**src/rtl/tick_pkg.sv**
```systemverilog
// Shared types and helpers for the tick_countdown timer: FSM states, 7-segment
// constants and the load clamp.
package tick_pkg;

   typedef enum logic [1:0] {
      IDLE   = 2'd0,
      RUN    = 2'd1,
      PAUSED = 2'd2
   } tick_state_t;

   localparam logic [7:0] SEG_BLANK = 8'h00;
   localparam logic [7:0] SEG_ZERO  = 8'h3F;

   // Zero or an over-range request both fall back to the full-length run.
   function automatic logic [31:0] clamp_units(input logic [31:0] val,
                                               input logic [31:0] max_units);
      if (val == 32'd0 || val > max_units) begin
         return max_units;
      end
      return val;
   endfunction

endpackage

```
**src/rtl/seg7_encode.sv**
```systemverilog
// Combinational unit-count to 7-segment map, {dp,g,f,e,d,c,b,a} active-high.
// Values above 9 blank the digit.
module seg7_encode
   import tick_pkg::*;
#(
   parameter int UNITS_W = 4
) (
   input  logic [UNITS_W-1:0] i_units,
   output logic [7:0]         o_seg
);

   logic [31:0] w_val;

   assign w_val = 32'(i_units);

   always_comb begin
      o_seg = SEG_BLANK;
      case (w_val)
         32'd0:   o_seg = SEG_ZERO;
         32'd1:   o_seg = 8'h06;
         32'd2:   o_seg = 8'h5B;
         32'd3:   o_seg = 8'h4F;
         32'd4:   o_seg = 8'h66;
         32'd5:   o_seg = 8'h6D;
         32'd6:   o_seg = 8'h7D;
         32'd7:   o_seg = 8'h07;
         32'd8:   o_seg = 8'h7F;
         32'd9:   o_seg = 8'h6F;
         default: o_seg = SEG_BLANK;
      endcase
   end

endmodule

```
**src/rtl/tick_countdown.sv**
```systemverilog
// Countdown timer: loads a clamped unit count, decrements one unit every
// CLK_PER_UNIT clocks, supports pause and a scored stop press.
// Optional macro TICK_AUTO_RELOAD_EN: expiry reloads and keeps running.
module tick_countdown
   import tick_pkg::*;
#(
   parameter int CLK_PER_UNIT = 500,
   parameter int UNITS_W      = 4,
   parameter int MAX_UNITS    = 5
) (
   input  logic               clk,
   input  logic               rst,
   input  logic               enable,
   input  logic               start,
   input  logic               stop,
   input  logic               pause,
   input  logic [UNITS_W-1:0] load_units,
   input  logic [UNITS_W-1:0] goal,
   output logic [UNITS_W-1:0] units,
   output logic [7:0]         seg,
   output logic               busy,
   output logic               done,
   output logic               hit,
   output logic               timeout
);

   localparam int SUB_W = (CLK_PER_UNIT > 1) ? $clog2(CLK_PER_UNIT) : 1;
   localparam logic [SUB_W-1:0]   SUB_RELOAD = SUB_W'(CLK_PER_UNIT - 1);
   localparam logic [SUB_W-1:0]   SUB_ONE    = SUB_W'(1);
   localparam logic [UNITS_W-1:0] UNIT_ONE   = UNITS_W'(1);

   tick_state_t         r_state;
   logic [UNITS_W-1:0]  r_units;
   logic [SUB_W-1:0]    r_sub;
   logic                r_done;
   logic                r_hit;
   logic                r_timeout;

   tick_state_t         w_state_nxt;
   logic [UNITS_W-1:0]  w_units_nxt;
   logic [SUB_W-1:0]    w_sub_nxt;
   logic                w_done_nxt;
   logic                w_hit_nxt;
   logic                w_timeout_nxt;
   logic [UNITS_W-1:0]  w_load;
   logic                w_expire;
   logic [7:0]          w_seg;

   assign w_load = UNITS_W'(clamp_units(32'(load_units), 32'(MAX_UNITS)));

   // The last sub-tick of the last unit ends the run, so units never wraps.
   assign w_expire = (r_state == RUN) && (r_sub == '0) && (r_units <= UNIT_ONE);

   always_comb begin
      w_state_nxt   = r_state;
      w_units_nxt   = r_units;
      w_sub_nxt     = r_sub;
      w_done_nxt    = 1'b0;
      w_hit_nxt     = r_hit;
      w_timeout_nxt = r_timeout;

      if (!enable) begin
         w_state_nxt   = IDLE;
         w_hit_nxt     = 1'b0;
         w_timeout_nxt = 1'b0;
      end else begin
`ifdef TICK_AUTO_RELOAD_EN
         w_timeout_nxt = 1'b0;
`endif
         if (start) begin
            w_state_nxt   = RUN;
            w_units_nxt   = w_load;
            w_sub_nxt     = SUB_RELOAD;
            w_hit_nxt     = 1'b0;
            w_timeout_nxt = 1'b0;
         end else if (stop && (r_state != IDLE)) begin
            w_state_nxt   = IDLE;
            w_done_nxt    = 1'b1;
            w_hit_nxt     = (r_units == goal);
            w_timeout_nxt = 1'b0;
         end else begin
            case (r_state)
               RUN: begin
                  if (r_sub != '0) begin
                     w_sub_nxt = r_sub - SUB_ONE;
                  end else begin
                     w_sub_nxt   = SUB_RELOAD;
                     w_units_nxt = r_units - UNIT_ONE;
                  end
                  if (w_expire) begin
                     w_done_nxt    = 1'b1;
                     w_hit_nxt     = 1'b0;
                     w_timeout_nxt = 1'b1;
`ifdef TICK_AUTO_RELOAD_EN
                     w_units_nxt   = w_load;
                     w_state_nxt   = RUN;
`else
                     w_units_nxt   = '0;
                     w_state_nxt   = IDLE;
`endif
                  end else if (pause) begin
                     w_state_nxt = PAUSED;
                  end
               end
               PAUSED: begin
                  if (!pause) begin
                     w_state_nxt = RUN;
                  end
               end
               default: begin
                  w_state_nxt = r_state;
               end
            endcase
         end
      end
   end

   always_ff @(posedge clk or posedge rst) begin
      if (rst) begin
         r_state   <= IDLE;
         r_units   <= '0;
         r_sub     <= '0;
         r_done    <= 1'b0;
         r_hit     <= 1'b0;
         r_timeout <= 1'b0;
      end else begin
         r_state   <= w_state_nxt;
         r_units   <= w_units_nxt;
         r_sub     <= w_sub_nxt;
         r_done    <= w_done_nxt;
         r_hit     <= w_hit_nxt;
         r_timeout <= w_timeout_nxt;
      end
   end

   seg7_encode #(
      .UNITS_W (UNITS_W)
   ) u_seg7 (
      .i_units (r_units),
      .o_seg   (w_seg)
   );

   assign units   = r_units;
   assign seg     = w_seg;
   assign busy    = (r_state != IDLE);
   assign done    = r_done;
   assign hit     = r_hit;
   assign timeout = r_timeout;

endmodule

```
**config.mk**
```make
export PLATFORM = sky130hd
export DESIGN_NAME = tick_countdown
export DESIGN_NICKNAME = d
export VERILOG_FILES = /design/src/rtl/tick_pkg.sv /design/src/rtl/seg7_encode.sv /design/src/rtl/tick_countdown.sv
export SDC_FILE = /design/constraint.sdc
export NUM_CORES = 1
export LEC_CHECK = 0
export BUFFER_PORTS_ARGS = -buffer_cell sky130_fd_sc_hd__buf_2
export CAP_MARGIN = 20
export CORE_UTILIZATION = 36
export CTS_CLUSTER_SIZE = 12
export DETAILED_ROUTE_END_ITERATION = 16
export PLACE_DENSITY = 0.54
export RECOVER_POWER = 50
export SYNTH_ARGS = -nofsm -noshare
export SYNTH_HDL_FRONTEND = slang
export SYNTH_SLANG_ARGS = --single-unit
export TNS_END_PERCENT = 1
```
**constraint.sdc**
```tcl
create_clock -name clk -period 2.37 [get_ports clk]
set_input_delay 0 -clock clk [delete_from_list [all_inputs] [get_ports clk]]
set_output_delay 0 -clock clk [all_outputs]
set_load 0.02 [all_outputs]
```
==> Word level (Yosys, flattened, before mapping) <==
Memory sizes are Yosys's and may differ from the RTL's.
Index checks and enable logic that the tools add are counted.
{ "totals": {"in_bits": 14, "reg_bits": 18, "rom_bits": 112, "n_memories": 1} }
{ "mem_list": {"columns": ["memory", "words", "width", "read_ports", "rd_ports_with_merged_regs", "write_ports", "line_no", "source"], "rows": [
  ["(no name shown)", 16, 7, 1, 0, 0, "seg7_encode.sv:18", "case (w_val)"]
]} }
{ "op_classes": {"n_reduce_logical": 13, "eq_ne": 10, "magnitude_cmp": 2, "n_mux": 34, "add_sub_neg": 2} }
{ "ops": {"columns": ["operator", "count"], "rows": [
  ["two-way mux 9 bit", 4],
  ["two-way mux 4 bit", 7],
  ["two-way mux 1 bit", 16],
  ["two-way mux 2 bit", 6],
  ["zero test 9 bit", 1],
  ["nonzero test 9 bit", 1],
  ["subtractor 9 x 1 -> 9 bit, second input constant", 1],
  ["!= test 4 x 1 -> 1 bit, second input constant", 2],
  ["!= test 6 x 5 -> 1 bit, second input constant", 1],
  ["AND reduction 3 bit", 2],
  ["!= test 5 x 1 -> 1 bit, second input constant", 1],
  ["!= test 5 bit, second input constant", 1],
  ["equality test 4 bit", 1],
  ["greater-than comparator 4 x 3 -> 1 bit, second input constant", 1],
  ["less-or-equal comparator 4 x 1 -> 1 bit, second input constant", 1],
  ["zero test 4 bit", 1],
  ["one-hot mux 2 bit (2 select lines)", 1],
  ["AND reduction 4 bit", 1],
  ["nonzero test 2 bit", 2],
  ["subtractor 4 x 1 -> 4 bit, second input constant", 1],
  ["logical AND 1 bit", 3],
  ["!= test 3 bit, second input constant", 1],
  ["equality test 2 x 1 -> 1 bit, second input constant", 1],
  ["equality test 2 bit, second input constant", 1],
  ["other kinds (3)", 3]
]} }

==> Longest topological paths before layout <==
Gate-level depths: netlist of the first run.
{ "depth": {"ltp_word": 8, "ltp_mapped": 8, "mapped_depth_nobuf": 7} }

==> Modules after synthesis <==
A second synthesis of the first run with hierarchy kept.
{ "hier_totals": {"cells_unflattened": 157, "area_unflattened_um2": 1441.4} }
{ "modules_own_cells": {"columns": ["module", "seq_area_each_um2", "area_per_inst_um2", "instances", "cells_each"], "rows": [
  ["tick_countdown", 450.4, 1211.2, 1, 127],
  ["seg7_encode", 0.0, 230.2, 1, 30]
]} }

==> Worst setup path before layout of the first run <==
Ideal clock, no wire load.
{ "synth_timing": {"path_kind": "flip-flop to flip-flop", "from": "register r_sub[0]", "to": "register r_units[0] (netlist: units[0])", "required_ns": 2.234, "arrival_time_ns": 1.646, "path_stages_with_launch": 9, "period_less_slack_ns": 1.782, "setup_time_ns": 0.136, "n_path_buf": 1, "slack_ns": 0.588, "cell_sequence": "dfrtp_1 > inv_1 > ha_1 > nor3b_2 > and4b_1 > buf_4 > o2111ai_4 > a311oi_1 > a21oi_1"} }
{ "synth_between": {"elab_chain_len": 7, "word_cells_on_any_way": 10, "cone_classes": "1 x eq/ne; 4 x mux; 5 x reduce/logical"} }
{ "synth_rtl": {"columns": ["item", "line_no", "source"], "rows": [
  ["from (decl)", "tick_countdown.sv:34", "logic [SUB_W-1:0] r_sub;"],
  ["from (signal assigned)", "tick_countdown.sv:129", "r_sub <= w_sub_nxt;"],
  ["zero test 9 bit", "tick_countdown.sv:52", "assign w_expire = (r_state == RUN) && (r_sub == '0) && (r_units <= UNIT_ONE);"],
  ["logical AND 1 bit (2 in a row)", "tick_countdown.sv:52", null],
  ["two-way mux 4 bit", "tick_countdown.sv:90", "if (w_expire) begin"],
  ["two-way mux 4 bit", "tick_countdown.sv:82", "case (r_state)"],
  ["two-way mux 4 bit", "tick_countdown.sv:76", "end else if (stop && (r_state != IDLE)) begin"],
  ["two-way mux 4 bit", "tick_countdown.sv:70", "if (start) begin"],
  ["to (signal assigned)", "tick_countdown.sv:128", "r_units <= w_units_nxt;"],
  ["to (decl)", "tick_countdown.sv:33", "logic [UNITS_W-1:0] r_units;"]
]} }
Several ways; a longest one is shown, not always the timed one. The select of a mux whose other input is x is not followed.
A chain may end at the register's enable or synchronous reset.

==> Worst setup path after layout of the first run <==
{ "layout_timing": {"from": "register r_sub[0]", "to": "register r_units[1] (netlist: units[1])"} }
The elaborated chain is that of the path after synthesis.

==> results of run 1 <==
## metrics by stage
step	setup slack [ns]	power (W)	cells	utilization, %
6_report	0.312	0.000931	219	46.5
5_1_grt	0.0535	0.00100	219	46.5
4_1_cts	0.321	0.000947	219	46.7
3_5_place_dp	0.323	0.000748	212	44.6
3_3_place_gp	0.412	0.000743	212	44.6
2_1_floorplan	0.588	0.000636	145	-
## power by group through the flow
stage	sequential (W)	clock [W]	combinational [W]
global route	0.000402	0.000212	0.000388
detailed placement	0.000399	0	0.000349
floorplan	0.000397	0	0.000239
CTS	0.000393	0.000200	0.000354
global placement	0.000399	0	0.000344
finish	0.000393	0.000191	0.000347
## cell families (layout without fill, tap and decap cells)
kind of cell / after synthesis / after routing / synth area share (%)
DFF: 18 / 18 / 36.4
and+or+nand+nor: 47 / 47 / 19.7
adders and majority gates: 7 / 7 / 7.07
xor gates and xnor gates: 8 / 8 / 5.66
other: 1 / 1 / 0.303
buffers and inverters: 15 / 45 / 5.15
AOI/OAI and AO/OA: 49 / 49 / 25.8
## Yosys cell counts, types with 2 or more instances
cell and count:
xnor2_1 7, clkbuf_1 3, o21a_1 2, a31oi_1 2
a21oi_1 11, nor2_1 15, buf_4 2, ha_1 7
nor3_1 5, dfrtp_1 18, a311oi_1 2, inv_1 10
o22ai_1 2, nand2_1 11, o31ai_1 2, nor4_1 3
nand4_1 2, nor3b_2 2, o21ai_0 17, nor3b_1 2
## metal layers
| layer | part of all wire, % | up-vias |
|---|---|---|
| li1 | - | 584 |
| met1 | 47 | 547 |
| met2 | 49 | 28 |
| met3 | 3.7 | 2 |
| met4 | 0.55 | 0 |
| met5 | 0 | - |
## cells in the final DEF (no fill, tap or decap), types with 2 or more instances in the layout
| cell type | instances |
|---|---|
| o21ai_0 | 17 |
| nor4_1 | 3 |
| xnor2_1 | 7 |
| inv_1 | 10 |
| a311oi_1 | 2 |
| nor3b_1 | 2 |
| nor2_1 | 15 |
| ha_1 | 7 |
| nor3b_2 | 2 |
| a21oi_1 | 11 |
| nand2_1 | 11 |
| dfrtp_1 | 18 |
| dlygate4sd3_1 | 3 |
| clkbuf_1 | 7 |
| nor3_1 | 5 |
| o22ai_1 | 2 |
| buf_2 | 21 |
| o21a_1 | 2 |
| clkbuf_4 | 3 |
| o31ai_1 | 2 |
| a31oi_1 | 2 |
| nand4_1 | 2 |
## worst paths after layout
kind,end,slack (ns),cells past startpoint
worst max-delay path,units[1],0.31,7
worst min-delay path,r_state[0],0.07,3
worst max register to register,units[1],0.31,7
worst min register to register,r_sub[8],0.52,1
max in group asynchronous,r_state[0],1.60,3
min in group asynchronous,r_sub[7],0.33,3
## flip-flops by register name, summed over array words and instances (netlist names)
| register | cells |
|---|---|
| hit | 1 |
| r_sub | 9 |
| timeout | 1 |
| r_state | 2 |
| done | 1 |
| units | 4 |
## critical path: cells and delay by family (launching register included)
kind / cells / cell delay [ns]
compound gates: 3 / 0.63
simple gates: 2 / 0.63
flops: 1 / 0.40
fa+ha+maj: 1 / 0.19
buf+inv: 1 / 0.10
## cell type report
type	instances	area [µm²]	area share (%)
Timing Repair Buffer	31	161	11.0
Clock buffer	4	36.3	2.48
Multi-Input combinational cell	112	724	49.4
Tap cell	44	55.1	3.76
Sequential cell	18	450	30.7
Inverter	10	37.5	2.56
==> run metrics, run 1 <==
crit path capture type=register; Placeable Area=~3200 µm²; Mapped Area=about 1200 µm²; Top FF cell, synth=dfrtp_1; DRC viols=0; IO Pins=30; WL/cell=roughly 13 µm; CP required=approximately 2.6 ns; total number of vias=1161; Hold Slack=around 0.072 ns; largest net degree at the start of global routing=19; RSZ-0062 raised after global routing=false; critical path's slowest cell=dfrtp_1; area grow syn2layout=18.3%; Total GRT Usage=17.3%; met2 Track Usage GR=~31%; GRT Max-Usage Layer=met2; CTS Hold Buffers Added=3; Placer Congestion=0.830; Row Count=20; P_leak=between 0.6 and 0.7 nW; DR iter-0 viols=30; switch share=between 40 and 50%; Final Hold Fails=0; slew of the pin with the lowest slew margin=0.678 ns; Die Wd=60.7 µm; port bufs=28; min cycle time layout=2.06 ns; vias in the first global route=between 1000 and 1500; GRT met3 Usage=about 4.1%; worst min path class=in -> reg; Switch Pwr=between 0.0003 and 0.0004 W; CTS tree=yes; power per cell area=between 600 and 700 nW/µm²; nets=just under 200; CP Max Fanout=9; Critical Path Source Type=register; Logic pwr share=a little under two fifths; P_int=~0.00056 W; most area-hungry cell type in the Yosys netlist=dfrtp_1; sequential cell area fraction in the yosys report=between 30% and 40%; Inserted Diodes=0; Root Buffer=clkbuf_4; Cell variety after synth=40; # fillers=between 300 and 400; reg2reg start=r_sub[0]; ys async rst share=100%; CTS H-tree depth=1; Post-CTS Setup Inserts=0; worst vdd ir=a little over 0.3 mV; Hold Crit Start=enable; Post-Layout Inst Area=1470 µm²; Initial Util=39.3%; max-cap check violation count=0; CTS Buffer Depth=2; critical path class=reg -> reg; Sequential Power Share=between 40% and 50%; GR Layer Usage met1=20.6%; Clock Latency Late Sink=0.30 ns; antenna viol nets, final=0; fin. max-slew vios=0; Clk network pwr share=roughly a fifth; HPWL Detailed=2130 µm; Resized cells post-CTS=0; final setup fails=0; DP Area=~1400 µm²; Syn Area/Cell=~8.5 µm²; clock transition at the registers of the reported paths=roughly 0.11 ns; Clock Sinks=18; layout cells sized above 1=about 17%; cells along the critical path=inv_1 > ha_1 > nor3b_2 > and4b_1 > o2111ai_4 > a311oi_1 > a21oi_1; cells after synthesis=~150; routed wire length=about 2800 µm; Die ar.=about 3700 µm²; Layout Skew=around 0.010 ns; Via-to-Cell Ratio=around 5.3; first-pass GRT wire length=about 4700 µm; Seq cells post-synth=18; Max stage delay on crit path=roughly 0.4 ns; fin crit share=between 80 and 90%; Die Ht=roughly 61 µm; Mapped Nets=166; setup TNS=0 ns; top-area cell type share of the netlist area=between 30% and 40%; Synth Warn #=0; fmax=around 0.49 GHz; Worst EP arrival=2.24 ns; DRT Pass-1 Iters=4; ranking of synthesized cells by area=dfrtp_1, ha_1, o21ai_0, xnor2_1, nor2_1; status=finished clean; CP Launch Point=r_sub[0]; antenna violations before repair=0; EDFF count, synth=0; Num CTS Buffers=3; Slew HR=54.8%; GRT Residual Overflow=0
Note: power is estimated with default switching activity, not from simulation.
==> run 2, diff against run 1 <==
ABC_AREA = 1   (was unset)
==> run metrics, run 2 <==
CP most frequent cell=nand2_1; # fillers=409 (was 341); Die Wd=63.6 µm (was 60.7 µm); min cycle time layout=1.74 ns (was 2.06 ns); CP required=2.52 ns (was 2.55 ns); ranking of synthesized cells by area=dfrtp_1, nand2_1, ha_1, nand3_1, inv_1 (was dfrtp_1, ha_1, o21ai_0, xnor2_1, nor2_1); CTS H-tree depth=1 (unchanged); first-pass GRT wire length=5380 µm (was 4730 µm); Mapped Area=1370 µm² (was 1240 µm²); critical path class=reg -> reg (unchanged); fin crit share=73.6% (was 86.8%); Placer Congestion=0.731 (was 0.830); clock transition at the registers of the reported paths=0.07 ns (was 0.11 ns); synth cell count leaders=nand2_1, inv_1, dfrtp_1, nor2_1, nand3_1 (was dfrtp_1, o21ai_0, nor2_1); antenna viol nets, final=0 (unchanged); HPWL Detailed=2290 µm (was 2130 µm); Row Count=22 (was 20); Logic pwr share=45.6% (was 37.3%); multi-input logic area=764 µm² (was 724 µm²); DR iter-0 viols=38 (was 30); cells after synthesis=194 (was 145); Slew HR=51.4% (was 54.8%); Die Ht=63.6 µm (was 60.7 µm); Worst EP arrival=1.90 ns (was 2.24 ns); CTS Buffer Depth=2 (unchanged); routed wire length=2940 µm (was 2750 µm); P_int=0.000698 W (was 0.000559 W); cells along the critical path=inv_1 > ha_1 > inv_1 > nand2_1 > nand2_1 > nor2_1 > nand3_2 > nand2_1 > nand2_1 > nand2_1 > nand2_1 (was inv_1 > ha_1 > nor3b_2 > and4b_1 > o2111ai_4 > a311oi_1 > a21oi_1); Seq cells post-synth=18 (unchanged); Place WS=0.658 ns (was 0.323 ns); sequential cell area=450 µm² (unchanged); worst min path class=in -> reg (unchanged); DRT Pass-1 Iters=5 (was 4); most frequent cells in the layout=nand2_1, inv_1, buf_2 (was buf_2, dfrtp_1, o21ai_0); Resized cells post-CTS=0 (unchanged); Initial Util=37.3% (was 39.3%); max FFs per register=9 (unchanged); vias in the first global route=1258 (was 1108); power per cell area=789 nW/µm² (was 636 nW/µm²); fin. max-slew vios=0 (unchanged); Total GRT Usage=16.7% (was 17.3%); most common cell after layout, fill and taps aside=nand2_1 (was buf_2); P_leak=0.815 nW (was 0.620 nW); slew of the pin with the lowest slew margin=0.728 ns (was 0.678 ns); nets=245 (was 197); CTS tree=yes (unchanged); Top FF cell, synth=dfrtp_1 (unchanged); IO Pins=30 (unchanged); worst vdd ir=0.256 mV (was 0.310 mV); Placeable Area=3660 µm² (was 3150 µm²); crit path capture type=register (unchanged); CP Max Fanout=9 (unchanged); Critical Path Source Type=register (unchanged); Synth Warn #=0 (unchanged); area grow syn2layout=15.5% (was 18.3%); Post-CTS Setup Inserts=0 (unchanged); max-cap check violation count=0 (unchanged); switch share=43.9% (was 40.0%); layout cells sized above 1=20.6% (was 17.1%); Layout Skew=0.00326 ns (was 0.0103 ns); Clock Latency Late Sink=0.26 ns (was 0.30 ns); Sequential Power Share=33.7% (was 42.2%); Root Buffer=clkbuf_8 (was clkbuf_4); final setup fails=0 (unchanged); port bufs=28 (unchanged); fmax=0.573 GHz (was 0.486 GHz); most frequent cell after synthesis=nand2_1 (was dfrtp_1); Die ar.=4050 µm² (was 3680 µm²); total number of vias=1283 (was 1161); largest net degree at the start of global routing=19 (unchanged); status=finished clean (unchanged); GRT Residual Overflow=0 (unchanged); PnR worst setup slack=0.625 ns (was 0.312 ns); Max stage delay on crit path=0.45 ns (was 0.40 ns); sequential cell area fraction in the yosys report=33.0% (was 36.4%); ys async rst share=100% (unchanged); DRC viols=0 (unchanged); Clock Sinks=18 (unchanged); top-area cell type share of the netlist area=33.0% (was 36.4%); Cell variety after synth=34 (was 40); Final Hold Fails=0 (unchanged); WL/cell=10.8 µm (was 12.6 µm); Mapped Nets=215 (was 166); setup TNS=0 ns (unchanged); Inserted Diodes=0 (unchanged); Via-to-Cell Ratio=4.73 (was 5.30); EDFF count, synth=0 (unchanged); Num CTS Buffers=3 (unchanged); Switch Pwr=0.000547 W (was 0.000373 W); RSZ-0062 raised after global routing=false (unchanged); Biggest register=r_sub (unchanged); critical path's slowest cell=dfrtp_1 (unchanged); antenna violations before repair=0 (unchanged); Syn Area/Cell=7.04 µm² (was 8.54 µm²); Clk network pwr share=20.7% (was 20.5%); most area-hungry cell type in the Yosys netlist=dfrtp_1 (unchanged)
-- run 2: cell types whose count changed after synthesis, sizes merged, moves of 4 or more --
| cell | before | now |
|---|---|---|
| nand3 | 0 | 18 |
| nand2 | 11 | 60 |
| nor2 | 15 | 24 |
| xnor2 | 7 | 1 |
| o21ai | 19 | 10 |
| nor3b | 4 | 0 |
| inv | 10 | 26 |
-- run 2: worst max-delay path, delay by kind of cell (launching register included) --
family	cells	cell delay, ns
buffers and inverters	2	0.27
flip-flops	1	0.45
AND/OR/NAND/NOR	8	0.72
adder cells (fa/ha/maj)	1	0.20
-- run 2: power groups by stage --
stage                     combinational, W  sequential (W)  clock, W
final                             0.000567        0.000419  0.000258
after global routing              0.000644        0.000430  0.000275
after CTS                         0.000579        0.000419  0.000264
after detailed placement          0.000575        0.000425         0
after global placement            0.000581        0.000426         0
after floorplan                   0.000420        0.000428         0
-- run 2: timing repair --
item,4_1_cts,5_1_grt
endpoints found under the hold margin,18,0
hold buffers,1,0
endpoints found under the setup margin,0,0
-- run 2: cells by family (layout without fill, tap and decap cells) --
family / count (synthesis) / count (layout) / synth area share, %
compound gates: 25 / 25 / 11.1
xor+xnor: 3 / 3 / 1.92
fa+ha+maj: 7 / 7 / 6.41
buf+inv: 31 / 60 / 11.1
flops: 18 / 18 / 33.0
other cells: 1 / 1 / 0.274
simple gates: 109 / 109 / 36.3
-- run 2: per-layer routing --
metal | up-vias | track usage (%) | routed length, µm
met5 | - | 0 | 0
met4 | 0 | 4.26 | 27
met3 | 5 | 3.44 | 94
met2 | 24 | 29.0 | 1340
met1 | 580 | 20.7 | 1480
li1 | 674 | - | -
-- run 2: metrics by stage --
stage | utilization [%] | hold slack (ns) | power (W) | std cells | cell area (µm²)
2_1_floorplan | - | -0.0614 | 0.000848 | 194 | 1370
3_5_place_dp | 41.6 | 0.162 | 0.00100 | 266 | 1520
4_1_cts | 43.3 | 0.0206 | 0.00126 | 271 | 1590
6_report | 43.1 | 0.0234 | 0.00124 | 271 | 1580
3_3_place_gp | 41.6 | 0.169 | 0.00101 | 266 | 1520
5_1_grt | 43.1 | 0.0524 | 0.00135 | 271 | 1580
-- run 2: path summary, 6_finish.rpt --
kind                       slack, ns  cells after the start         end     start
max                             0.63                     11  r_state[1]  units[0]
min                             0.02                      4         hit   goal[0]
max reg2reg                     0.63                     11  r_state[1]  units[0]
min reg2reg                     0.49                      2    r_sub[7]  r_sub[7]
max in group asynchronous       1.51                      3    r_sub[4]       rst
min in group asynchronous       0.40                      3     timeout       rst
-- run 2: layout make-up --
type,instances,share of cell area [%]
tap,48,3.81
inverter,27,6.74
sequential,18,28.5
multi-input combinational,145,48.5
clock buffer,4,3.49
timing repair buffer,29,8.96
==> run 3, diff against run 2 <==
clock period = 1.74 ns   (was 2.37 ns; I/O delays follow)
==> run metrics, run 3 (synthesis gave the netlist of run 2 again) <==
status=finished clean (unchanged); Critical Path Source Type=register (unchanged); GRT Residual Overflow=0 (unchanged); Finished Core Util=44.7% (was 43.1%); slew of the pin with the lowest slew margin=0.691 ns (was 0.728 ns); Die ar.=4050 µm² (unchanged); P_int=0.000979 W (was 0.000698 W); Final Hold Fails=0 (unchanged); worst min path class=in -> reg (unchanged); clock transition at the registers of the reported paths=0.07 ns (about the same); Clock Sinks=18 (unchanged); Tot Pwr=0.00173 W (was 0.00124 W); layout cells sized above 1=24.9% (was 20.6%); DR iter-0 viols=43 (was 38); switch share=43.4% (was 43.9%); CTS tree=yes (unchanged); Logic pwr share=47.6% (was 45.6%); WL/cell=10.6 µm (was 10.8 µm); multi-input logic area=779 µm² (was 764 µm²); first-pass GRT wire length=5090 µm (was 5380 µm); Placer Congestion=0.768 (was 0.731); Reg2Reg Depth=11 (unchanged); Clock Latency Late Sink=0.25 ns (was 0.26 ns); HPWL Detailed=2270 µm (was 2290 µm); area grow syn2layout=19.8% (was 15.5%); max-cap check violation count=0 (unchanged); Die Ht=63.6 µm (unchanged); Switch Pwr=0.000751 W (was 0.000547 W); Worst EP arrival=1.69 ns (was 1.90 ns); sequential cell area=452 µm² (was 450 µm²); CTS Buffer Depth=2 (unchanged); routed wire length=2940 µm (unchanged); Inserted Diodes=0 (unchanged); Slew HR=53.9% (was 51.4%); fin crit share=88.6% (was 73.6%); DRC viols=0 (unchanged); Biggest register=r_sub (unchanged); antenna violations before repair=0 (unchanged); Sequential Power Share=32.2% (was 33.7%); largest net degree at the start of global routing=19 (unchanged); Hold Slack=0.0357 ns (was 0.0234 ns); port bufs=28 (unchanged); Initial Util=37.3% (unchanged); min cycle time layout=1.54 ns (was 1.74 ns); total number of vias=1295 (was 1283); Total GRT Usage=16.0% (was 16.7%); Hold Crit Depth=4 (unchanged); most frequent cells in the layout=nand2_1, buf_2, inv_1 (was nand2_1, inv_1, buf_2); Placeable Area=3660 µm² (unchanged); antenna viol nets, final=0 (unchanged); Via-to-Cell Ratio=4.68 (was 4.73); Num CTS Buffers=3 (unchanged); final setup fails=0 (unchanged); power per cell area=1060 nW/µm² (was 789 nW/µm²); Clk network pwr share=20.2% (was 20.7%); P_leak=0.840 nW (was 0.815 nW); worst vdd ir=0.491 mV (was 0.256 mV); max FFs per register=9 (unchanged); critical path class=reg -> reg (unchanged); CP Max Fanout=8 (was 9); DRT Pass-1 Iters=4 (was 5); Place WS=0.107 ns (was 0.658 ns); CTS H-tree depth=1 (unchanged); fmax=0.648 GHz (was 0.573 GHz); CP required=1.89 ns (was 2.52 ns); Row Count=22 (unchanged); PnR worst setup slack=0.198 ns (was 0.625 ns); fin. max-slew vios=0 (unchanged); Root Buffer=clkbuf_8 (unchanged); Die Wd=63.6 µm (unchanged); crit path capture type=register (unchanged); IO Pins=30 (unchanged); # fillers=382 (was 409); most common cell after layout, fill and taps aside=nand2_1 (unchanged); vias in the first global route=1162 (was 1258); Layout Skew=0.000579 ns (was 0.00326 ns); nets=251 (was 245)
## run 3: cell types whose count changed in the layout (fill, tap and decap cells not counted), sizes merged
cell,change
buf,+6
## run 3: final timing paths
check                         start    endpoint  slack [ns]
min in group asynchronous       rst  r_state[0]        0.39
max in group asynchronous       rst    units[0]        0.87
min                         goal[0]         hit        0.04
min reg2reg                r_sub[7]    r_sub[7]        0.48
max reg2reg                units[0]  r_state[1]        0.20
max                        units[0]  r_state[1]        0.20
## run 3: repair_timing
item | CTS | global route
setup endpoints to repair | 0 | 5
endpoints found under the hold margin | 18 | 0
buffers inserted | 0 | 3
hold buffers | 1 | 0
gates resized for setup | 0 | 6
## run 3: power by group through the flow
stage	logic [W]	registers [W]	clock network, W
after floorplan	0.000572	0.000583	0
after global placement	0.000830	0.000568	0
after detailed placement	0.000824	0.000566	0
after CTS	0.000828	0.000559	0.000357
after global routing	0.000929	0.000572	0.000370
final	0.000823	0.000557	0.000349
## run 3: cell type report
type / count / area share, %
clock buffers: 4 / 3.36
inverters: 27 / 6.50
multi-input cells: 145 / 47.6
flip-flops and latches: 18 / 27.6
well taps: 48 / 3.67
repair buffers: 35 / 11.2
## run 3: layer usage
| metal | GRT usage, % | vias to the layer above | part of all wire (%) |
|---|---|---|---|
| li1 | - | 689 | - |
| met1 | 22.2 | 580 | 51 |
| met2 | 25.3 | 24 | 46 |
| met3 | 3.26 | 2 | 3.1 |
| met4 | 3.41 | 0 | 0.58 |
| met5 | 0 | - | 0 |
## run 3: through the flow
stage	instance area, µm²	setup TNS, ns	instances
floorplan	1370	0	194
global placement	1540	0	269
detailed placement	1540	0	269
CTS	1610	0	274
global route	1640	-0.00128	277
finish	1640	0	277
## run 3: worst max-delay path, cell delays in order, from the launching register on
cell     delay (ns)
dfrtp_2        0.44
inv_1          0.08
ha_1           0.16
inv_1          0.05
nand2_1        0.07
nand2_1        0.07
nor2_2         0.13
nand3_4        0.14
nand2_1        0.12
nor2_1         0.05
nand2_1        0.07
nand2_1        0.05
